===== config.mk =====
export PLATFORM = sky130hd
export DESIGN_NAME = tdm_demux
export DESIGN_NICKNAME = d
export VERILOG_FILES = /design/src/rtl/tdm_pkg.sv /design/src/rtl/tdm_slot_counter.sv /design/src/rtl/tdm_demux.sv
export SDC_FILE = /design/constraint.sdc
export NUM_CORES = 1
export LEC_CHECK = 0
export CORE_ASPECT_RATIO = 0.7
export CORE_MARGIN = 4
export CORE_UTILIZATION = 50
export CTS_CLUSTER_DIAMETER = 200
export DETAILED_ROUTE_END_ITERATION = 7
export HOLD_SLACK_MARGIN = 0.02
export PLACE_DENSITY_LB_ADDON = 0.25
export SLEW_MARGIN = 10
export SYNTH_ARGS = -nofsm -noshare
export SYNTH_HDL_FRONTEND = slang
export SYNTH_SLANG_ARGS = --single-unit

===== constraint.sdc =====
create_clock -name clk -period 2.5 [get_ports clk]
set_input_delay 0.25 -clock clk [delete_from_list [all_inputs] [get_ports clk]]
set_output_delay 0.25 -clock clk [all_outputs]
set_load 0.005 [all_outputs]

===== src/rtl/tdm_pkg.sv =====
// Shared constants and FSM state type for the TDM demultiplexer.
// TDM_DEMUX_PARITY_EN adds a trailing even-parity slot to every frame.
package tdm_pkg;

  localparam int NUM_CH = 8;
  localparam int SLOT_W = 4;

`ifdef TDM_DEMUX_PARITY_EN
  localparam int FRAME_LEN = NUM_CH + 1;
`else
  localparam int FRAME_LEN = NUM_CH;
`endif

  localparam logic [SLOT_W-1:0] LAST_SLOT = SLOT_W'(FRAME_LEN - 1);

  typedef enum logic [1:0] {
    HUNT   = 2'd0,
    SYNC   = 2'd1,
    LOCKED = 2'd2
  } state_t;

endpackage


===== src/rtl/tdm_slot_counter.sv =====
// Frame slot counter: advances per accepted beat, wraps at the last slot.
// load_zero treats the current beat as slot 0, so the next slot becomes 1.
module tdm_slot_counter
  import tdm_pkg::*;
(
  input  logic              clk,
  input  logic              rst_n,
  input  logic              en,
  input  logic              clr,
  input  logic              load_zero,
  output logic [SLOT_W-1:0] slot
);

  logic [SLOT_W-1:0] base;
  logic [SLOT_W-1:0] nxt;

  always_comb begin
    base = load_zero ? '0 : slot;
    nxt  = (base == LAST_SLOT) ? '0 : base + SLOT_W'(1);
  end

  always_ff @(posedge clk) begin
    if (!rst_n)   slot <= '0;
    else if (clr) slot <= '0;
    else if (en)  slot <= nxt;
  end

endmodule


===== src/rtl/tdm_demux.sv =====
// Serial TDM frame aligner and 8-channel demultiplexer.
// Optional even-parity slot enabled by TDM_DEMUX_PARITY_EN.
//
// state  | meaning
// HUNT   | waiting for an fsync beat to start a frame
// SYNC   | framing seen, counting good frames towards ALIGN_FRAMES
// LOCKED | aligned; every completed frame is published to y
module tdm_demux
  import tdm_pkg::*;
#(
  parameter int ALIGN_FRAMES = 2
) (
  input  logic              clk,
  input  logic              rst_n,
  input  logic              din,
  input  logic              din_en,
  input  logic              fsync,
  output logic [NUM_CH-1:0] y,
  output logic              y_valid,
  output logic              locked,
  output logic              sync_err,
  output logic              parity_err
);

  state_t            state, state_nx;
  logic [SLOT_W-1:0] slot, eff_slot;
  logic [3:0]        good_cnt, good_cnt_nx, good_inc;
  logic [NUM_CH-1:0] shadow, shadow_nx, frame_data, y_nx;
  logic              y_valid_nx, sync_err_nx, cnt_clr, publish;

  tdm_slot_counter u_slot (
    .clk       (clk),
    .rst_n     (rst_n),
    .en        (din_en),
    .clr       (cnt_clr),
    .load_zero (fsync),
    .slot      (slot)
  );

`ifdef TDM_DEMUX_PARITY_EN
  logic parity_err_nx;
  always_ff @(posedge clk) begin
    if (!rst_n) parity_err <= 1'b0;
    else        parity_err <= parity_err_nx;
  end
`else
  assign parity_err = 1'b0;
`endif

  assign locked = (state == LOCKED);

  always_comb begin
    state_nx    = state;
    good_cnt_nx = good_cnt;
    shadow_nx   = shadow;
    y_nx        = y;
    y_valid_nx  = 1'b0;
    sync_err_nx = 1'b0;
    cnt_clr     = 1'b0;
    publish     = 1'b0;
    good_inc    = good_cnt + 4'd1;
`ifdef TDM_DEMUX_PARITY_EN
    parity_err_nx = 1'b0;
`endif
    // Any fsync beat is slot 0; frame_data is the shadow with this beat merged in.
    eff_slot   = fsync ? '0 : slot;
    frame_data = shadow;
    if (!eff_slot[SLOT_W-1]) frame_data[eff_slot[2:0]] = din;

    if (din_en) begin
      case (state)
        HUNT: begin
          if (fsync) begin
            state_nx    = SYNC;
            good_cnt_nx = '0;
            shadow_nx   = frame_data;
          end else begin
            cnt_clr = 1'b1;
          end
        end
        default: begin
          if (fsync && slot != '0) begin
            sync_err_nx = 1'b1;
            state_nx    = SYNC;
            good_cnt_nx = '0;
            shadow_nx   = frame_data;
          end else if (!fsync && slot == '0) begin
            sync_err_nx = 1'b1;
            state_nx    = HUNT;
            good_cnt_nx = '0;
            cnt_clr     = 1'b1;
          end else begin
            shadow_nx = frame_data;
            if (slot == LAST_SLOT) begin
              publish = (state == LOCKED);
              if (state == SYNC) begin
                good_cnt_nx = good_inc;
                if (good_inc == 4'(ALIGN_FRAMES)) begin
                  state_nx = LOCKED;
                  publish  = 1'b1;
                end
              end
`ifdef TDM_DEMUX_PARITY_EN
              if ((^shadow) != din) begin
                parity_err_nx = 1'b1;
                publish       = 1'b0;
              end
`endif
              if (publish) begin
                y_nx       = frame_data;
                y_valid_nx = 1'b1;
              end
            end
          end
        end
      endcase
    end
  end

  always_ff @(posedge clk) begin
    if (!rst_n) begin
      state    <= HUNT;
      good_cnt <= '0;
      shadow   <= '0;
      y        <= '0;
      y_valid  <= 1'b0;
      sync_err <= 1'b0;
    end else begin
      state    <= state_nx;
      good_cnt <= good_cnt_nx;
      shadow   <= shadow_nx;
      y        <= y_nx;
      y_valid  <= y_valid_nx;
      sync_err <= sync_err_nx;
    end
  end

endmodule


==> results.md, run 1 <==
Synth:
- The average cell area after synthesis is between 8 and 9 um^2.
- The fraction of synthesis flops using an asynchronous set or reset pin is 0%.
- Summing the areas of all fa, ha and maj instances in the mapped netlist gives under 10% of the synthesized area.
- Synthesis produced a netlist with a net count of 197.
- The synthesized design contains 0 enable-type register cells.
- By area, the combinational part of the netlist is dominated by simple AND/OR/NAND/NOR gates.
- The synthesized design devotes to its leading area cell type 35.5% of total area.
- The synthesized netlist devotes 24.2% of its cell area to simple gates.
- The mux contribution to synthesized area is around 8%.
- Sequential cells were found to cover 35.5% of the synthesized design area.
- The number of unique standard cell types used by synthesis is 42.
- The most common cell in the synthesized netlist is sky130_fd_sc_hd__dfxtp_1.
- The Yosys warning count is 0.
- The complex-gate fraction of the synthesized area is 20.0%.
- The largest total area in the synthesized netlist belongs to sky130_fd_sc_hd__dfxtp_1.
- After synthesis, the cell types taking the most area are sky130_fd_sc_hd__dfxtp_1, sky130_fd_sc_hd__mux2i_1, sky130_fd_sc_hd__a21oi_1.
- The xor/xnor cell area share of the yosys netlist is 0%.
- Synthesis produced 186 cells.
- Counting flops and latches in the post-synthesis netlist gives 28.
- The cell area that synthesis handed to floorplanning was 1580 um^2.
- The dominant synthesized flop cell is sky130_fd_sc_hd__dfxtp_1.
- By count the netlist is led by sky130_fd_sc_hd__dfxtp_1, sky130_fd_sc_hd__a21oi_1, sky130_fd_sc_hd__nor2_1.

Die:
- The number of placement rows is 16.
- The effective utilization at floorplan is 54.4%.
- The top-level I/O count is 17.
- Measured along the y axis, the die boundary spans 55.0 um.
- The floorplan step defined a die boundary enclosing 4140 um^2.
- The floorplan step defined a core boundary enclosing 2900 um^2.
- The floorplan step set the die width to 75.2 um.

Timing:
- The number of pins with negative max-slew slack in the final report was 0.
- Derived from the worst setup path, the maximum achievable clock frequency is 436 MHz.
- The normalized max-slew margin is 48.8%.
- The number of failing hold endpoints at the final stage is 0.
- The share of the clock period used by the worst path after layout is between 90% and 100%.
- The tightest hold path in the finished design has a slack of approximately 0.49 ns.
- The clock period minus worst slack is 2.29 ns.
- Setup violations remaining at the end of the flow were counted as 0.
- The post-route clock skew is slightly below 0.003 ns.
- After routing, the total negative slack on setup checks comes to 0 ns.
- Setup repair after global routing left no endpoint under its margin.
- For the pin with the worst max-slew slack, the measured transition is 0.766 ns.

Setup path:
- The critical register-to-register path endpoint is y[3]$_SDFFE_PN0P_.
- The required arrival time at the worst endpoint is ~2.7 ns.
- The arrival time at the worst endpoint is 2.47 ns.
- The worst setup path category is reg2reg.
- The endpoint type of the worst setup path is a register.
- The launch point of the worst reg-to-reg path is u_slot.slot[3]$_SDFFE_PP0P_.
- For flop-to-flop paths, the worst setup slack is 0.21 ns.
- The type of origin of the critical path is a register.
- The length in cells of the worst reg-to-reg path is 8.
- Of all nets on the critical path, the largest fanout is 9.

Global routing:
- The total grt overflow is 0.
- The initial antenna violation count is 0.
- The aggregate global-route resource usage is approximately a fifth.
- The first global-routing pass estimated 6.04 mm of wire.
- The largest net degree at the start of global routing is 22.
- The via count of the first global-routing pass came to between 1000 and 1500.

Clocking:
- The clock drives 28 sinks.
- Clock-pin slew was measured on the worst setup and hold paths at 0.09 ns.
- Buffers inserted to repair hold after CTS numbered 0.
- The cell chosen for the clock root is sky130_fd_sc_hd__clkbuf_8.
- The number of buffers between clock root and the deepest sink is 2.
- The number of buffers inserted during clock tree synthesis is 3.
- The clock tree from TritonCTS is yes.
- Clock latency on the worst-skew pair, taken at its later pin, is 0.27 ns.
- The CTS H-tree depth is 1.

Drt:
- The highest signal layer in the routed design is met4.
- In the final routed layout, each cell accounts on average for 15.8 um.
- The count of antenna-violating nets left after detailed routing is 0.
- For this block, the initial DRC count from the detailed router was 93.
- The total via count after detailed routing is 1410.
- The number of vias per cell after detailed routing is 6.00.
- For this block, the routed nets add up to 3.70 mm of wire.
- In the detailed route, the total length drawn on met3 is approximately 300 um.
- The first detailed-routing pass ran for 5 iterations.
- The wire length on met2 is 1.64 mm.
- After detailed routing, the wire length on met1 is approximately 1.7 mm.
- The DRC violations left is 0.

Power and ir drop:
- The share of total power dissipated in the clock network is ~30%.
- The peak supply drop is 0.227 mV.
- The design draws 0.808 mW.
- The internal cell power is ~0.60 mW.
- The proportion of power drawn by flip-flops and latches is 56.9%.
- The proportion of power drawn by combinational gates is 13.7%.
- The cell leakage power is 0.639 nW.
- Power spread over the standard cell area amounts to 445 nW/um^2.
- The net switching power is just over 0.2 mW.
- The net switching share of the total power is 25.3%.

Min path:
- The destination of the worst hold path is shadow[4]$_SDFFE_PN0P_.
- The worst hold-check path type is reg2reg.
- The number of stages on the worst hold path is 2.
- The startpoint identified for the worst hold timing path is shadow[4]$_SDFFE_PN0P_.

Cells and area:
- The number of antenna diodes in the final layout is 0.
- The layout filler cell count is 237.
- The final layout net count is approximately 210.
- Compared with the post-synthesis result, the final layout area differs by 14.9%.
- The fraction of layout instances using a drive strength above 1 is 12.6%.

Placed design:
- The congestion estimate from routability-driven global placement came to 0.829.
- The count of port buffers added during placement is 15.
- The half-perimeter wire length after placement is 2.74 mm.

Run status:
- The run finished with clean final reports.

Job:
- The max-cap violation count is 0.
## cell usage in the layout, fill, tap and decap left out, types with 6 or more instances in the layout
master,n
sky130_fd_sc_hd__buf_4,9
sky130_fd_sc_hd__or3_1,7
sky130_fd_sc_hd__a21oi_1,18
sky130_fd_sc_hd__clkdlybuf4s50_1,15
sky130_fd_sc_hd__nand2_1,7
sky130_fd_sc_hd__dfxtp_1,28
sky130_fd_sc_hd__o21ai_0,11
sky130_fd_sc_hd__mux2i_1,13
sky130_fd_sc_hd__inv_1,7
sky130_fd_sc_hd__nor3_1,10
sky130_fd_sc_hd__nor2_1,18
sky130_fd_sc_hd__ha_1,6
## per-stage QoR
| step | cell area, um^2 | util [%] | worst slack (ns) | instances |
|---|---|---|---|---|
| floorplan | 1590 | - | 0.0949 | 186 |
| global placement | 1760 | 60.8 | 0.143 | 232 |
| detailed placement | 1760 | 60.8 | 0.0440 | 232 |
| CTS | 1810 | 62.2 | 0.136 | 235 |
| global route | 1820 | 62.5 | 0.0105 | 235 |
| finish | 1820 | 62.5 | 0.207 | 235 |
## cells by family (layout without fill, tap and decap cells)
group / Yosys count / after routing
buffers and inverters: 21 / 34
flip-flops: 28 / 28
adder cells (fa/ha/maj): 6 / 6
AND/OR/NAND/NOR: 70 / 70
multiplexers: 13 / 13
AO/OA/AOI/OAI: 47 / 47
other: 1 / 1
## per-layer routing
| layer | global-route usage, % | up-vias |
|---|---|---|
| li1 | - | 695 |
| met3 | 4.69 | 11 |
| met2 | 29.5 | 68 |
| met1 | 26.8 | 636 |
| met5 | 0 | - |
| met4 | 5.52 | 0 |
## area by class of cell
type                    count  area (um^2)  share of cell area, %
multi-input cells         137          925                   50.9
flip-flops and latches     28          561                   30.9
repair buffers             24          218                   12.0
well taps                  36         45.0                   2.48
clock buffers               3         41.3                   2.27
inverters                   7         26.3                   1.45
## power by group through the flow
stage | Combinational [mW] | Sequential, mW | Clock, mW
final | 0.111 | 0.460 | 0.237
after global routing | 0.123 | 0.462 | 0.258
after CTS | 0.107 | 0.459 | 0.243
after detailed placement | 0.106 | 0.470 | 0
after global placement | 0.103 | 0.469 | 0
after floorplan | 0.0829 | 0.465 | 0
## repair_timing
| action | 4_1_cts | 5_1_grt |
|---|---|---|
| buffers inserted | 0 | 0 |
| endpoints found under the setup margin | 0 | 9 |
| gates resized for setup | 0 | 2 |
## how the worst max path moves through the flow
| stage | startpoint | end | slack [ns] | cells past startpoint |
|---|---|---|---|---|
| 2_1_floorplan | u_slot.slot[0]$_SDFFE_PP0P_ | y[0]$_SDFFE_PN0P_ | 0.09 | 10 |
| 3_3_place_gp | fsync | y[1]$_SDFFE_PN0P_ | 0.14 | 7 |
| 3_5_place_dp | fsync | y[6]$_SDFFE_PN0P_ | 0.04 | 7 |
| 4_1_cts | u_slot.slot[0]$_SDFFE_PP0P_ | y[6]$_SDFFE_PN0P_ | 0.14 | 7 |
| 5_1_grt | u_slot.slot[0]$_SDFFE_PP0P_ | good_cnt[2]$_SDFFE_PN0P_ | 0.01 | 8 |
| 6_report | u_slot.slot[3]$_SDFFE_PP0P_ | y[3]$_SDFFE_PN0P_ | 0.21 | 8 |
## sequential cells by signal, indices dropped and copies added (netlist names)
name         cells
u_slot.slot      4
y                8
state            2
good_cnt         4
sync_err         1
shadow           8
y_valid          1
## critical path, stage by stage, from the launching register on
cell	delay, ns
sky130_fd_sc_hd__dfxtp_1	0.56
sky130_fd_sc_hd__nor4_4	0.07
sky130_fd_sc_hd__buf_4	0.16
sky130_fd_sc_hd__ha_1	0.17
sky130_fd_sc_hd__or3_1	0.50
sky130_fd_sc_hd__nor3_4	0.24
sky130_fd_sc_hd__buf_4	0.20
sky130_fd_sc_hd__a21oi_1	0.09
sky130_fd_sc_hd__a211oi_2	0.22
No activity file was read; power rests on OpenSTA's default activity.
==> run 2: changes to the inputs <==
--- a/config.mk
+++ b/config.mk
@@ -5,14 +5,12 @@
 export SDC_FILE = /design/constraint.sdc
 export NUM_CORES = 1
 export LEC_CHECK = 0
-export CORE_ASPECT_RATIO = 0.7
-export CORE_MARGIN = 4
+export CORE_MARGIN = 3
 export CORE_UTILIZATION = 50
 export CTS_CLUSTER_DIAMETER = 200
 export DETAILED_ROUTE_END_ITERATION = 7
 export HOLD_SLACK_MARGIN = 0.02
 export PLACE_DENSITY_LB_ADDON = 0.25
-export SLEW_MARGIN = 10
 export SYNTH_ARGS = -nofsm -noshare
 export SYNTH_HDL_FRONTEND = slang
 export SYNTH_SLANG_ARGS = --single-unit
==> results.md, run 2 (synthesis results as in run 1) <==
Run status:
- The flow ran to the end, and the final reports show no timing, DRC or antenna violations.

Cells and area:
- The most common cell after layout, fill and taps aside is sky130_fd_sc_hd__dfxtp_1.
- At the end of the flow, the number of nets in the layout was approximately 210.
- The post-route netlist has 12.9% of its cells at a drive strength greater than 1.
- The final instance area is between 1500 and 2000 um^2.
- The area growth from synthesis to layout is 15.9%.
- The final core utilization is between 60% and 70%.
- The largest registers in the layout are shadow: 8 flops, y: 8 flops.
- Leaving out fill and tap cells, the most frequent cells in the layout are sky130_fd_sc_hd__dfxtp_1, sky130_fd_sc_hd__nor2_1, sky130_fd_sc_hd__a21oi_1, sky130_fd_sc_hd__clkdlybuf4s50_1, sky130_fd_sc_hd__mux2i_1.
- Excluding fillers, the count of instances in the completed layout stands at about 240.
- The number of inserted diodes is 0.

Die:
- For this design the top-level I/O count stands at 17.
- After floorplanning, the core was divided into 19 placement rows.
- The standard cell core area is about 2900 um^2.
- The floorplan step set the die width to 62.2 um.
- The vertical die dimension is 62.2 um.
- For this configuration, the core starts out at a cell density of 54.9%.
- The die covers between 3000 and 4000 um^2.

Clocking:
- In this run, CTS created clock tree buffers numbering 3.
- CTS built an H-tree with a depth of 1.
- After clock tree synthesis, the clock-pin slew on the worst setup and hold paths is around 0.16 ns.
- The number of gates resized after CTS is 0.
- The number of buffers between clock root and the deepest sink is 2.
- The cell chosen for the clock root is sky130_fd_sc_hd__clkbuf_4.
- The clock tree from TritonCTS is yes.
- In this run, post-CTS hold repair placed 0 buffers.
- The clock latency reported for the late side of the worst-skew pair is 0.34 ns.
- Counting every sink on the clock net gives 28.
- The count of buffers added by post-CTS timing repair for setup is 0.

Global routing:
- The aggregate global-route resource usage is 18.0%.
- The total grt overflow is 0.
- The initial antenna violation count is 0.
- Entering global routing, the biggest net connects 22 pins.
- The via count of the first global-routing pass is 1284.
- The first-pass GRT wire length is 5.73 mm.

Timing:
- The worst hold margin is 0.500 ns.
- The number of failing hold endpoints at the final stage was 0.
- After layout, the worst path uses 91.3% of the clock period.
- The setup slack after layout is between 0.2 and 0.25 ns.
- Across the routed clock network, the largest skew measured is 0.00628 ns.
- For the pin with the worst max-slew slack, the measured transition is 0.725 ns.
- The final sum of negative setup slack is 0 ns.
- The number of pins with negative max-slew slack in the final report is 0.
- Setup repair after global routing left no endpoint under its margin.
- Counting I/O delays and the setup requirement, the final critical path takes 2.28 ns.
- The normalized max-slew margin is 51.6%.
- The highest achievable clock rate is 438 MHz.
- The final setup violation count is 0.

Drt:
- The final wirelength is 3.35 mm.
- The final route contains 1366 vias.
- For this run, design rule violations remaining after detail routing come to 0.
- The number of vias per cell after detailed routing is 5.62.
- The count of antenna-violating nets left after detailed routing is 0.
- The initial detailed-routing violation count is 35.
- In the final routed layout, each cell accounts on average for between 10 and 15 um.
- The first detailed-routing pass ran for 4 iterations.

Setup path:
- Of all nets on the critical path, the largest fanout is 3.
- The worst setup path is captured at a register.
- The worst register-to-register path has a setup slack of 0.22 ns.
- The kind of cell with the highest combined delay along the critical path is simple AND/OR/NAND/NOR gates.
- The critical path is of the reg2reg type.
- The slowest cell on the critical path is sky130_fd_sc_hd__dfxtp_1.
- The maximum cell stage delay along the critical path is around 0.35 ns.
- The signal on the critical path passes through nor4_2, inv_1, ha_1, a21boi_0, o211ai_1, or2_1, or3_1, a21oi_1.
- Together, buffers and inverters on the worst path number 1.
- The required arrival time at the worst endpoint is 2.78 ns.
- The worst setup path is launched from a register.
- The arrival time at the worst endpoint is around 2.6 ns.

Power and ir drop:
- Dividing total power by cell area gives a power density of 476 nW/um^2.
- The peak supply drop is 0.345 mV.
- The total power is 0.871 mW.
- In this run the static leakage power is 0.645 nW.

Placed design:
- The final RePlAce weighted congestion is 0.854.
- Once placement completed, the tool counted placed cells totaling 239.
- Port buffering added 15 buffers.
- The half-perimeter wire length after placement is approximately 2.5 mm.
- OpenSTA, run right after detailed placement, puts the worst setup slack at 0.0745 ns.
- The total placed instance area is ~1800 um^2.

Min path:
- The tightest min-delay check is of the reg2reg type.

Job:
- The tool flagged a number of max-cap violations equal to 0.
-- run 2: where the power goes --
group	internal [mW]	switching (mW)
combinational	0.0426	0.0641
sequential	0.453	0.00755
clock	0.162	0.142
total	0.658	0.213
-- run 2: worst paths after layout --
check / start / endpoint / cells past startpoint
setup / recovery: u_slot.slot[0]$_SDFFE_PP0P_ / good_cnt[3]$_SDFFE_PN0P_ / 8
hold / removal: shadow[3]$_SDFFE_PN0P_ / shadow[3]$_SDFFE_PN0P_ / 2
setup reg to reg: u_slot.slot[0]$_SDFFE_PP0P_ / good_cnt[3]$_SDFFE_PN0P_ / 8
hold reg to reg: shadow[3]$_SDFFE_PN0P_ / shadow[3]$_SDFFE_PN0P_ / 2
-- run 2: tightest hold or removal path: stages (launching register included) --
cell                      delay (ns)
sky130_fd_sc_hd__dfxtp_1        0.34
sky130_fd_sc_hd__o21ai_0        0.07
sky130_fd_sc_hd__a21oi_1        0.06
-- run 2: final cells by class --
type | count | area [um^2]
tap | 42 | 52.6
multi-input combinational | 137 | 915
inverter | 7 | 26.3
timing repair buffer | 25 | 225
clock inverter | 1 | 30.0
sequential | 28 | 561
fill | 260 | 1040
clock buffer | 3 | 22.5
-- run 2: layer usage --
metal,up-vias,GRT usage [%],wire length (um)
li1,696,-,-
met1,646,22.0,1540
met2,20,31.9,1670
met3,4,2.88,98
met4,0,6.63,45
met5,-,0,0
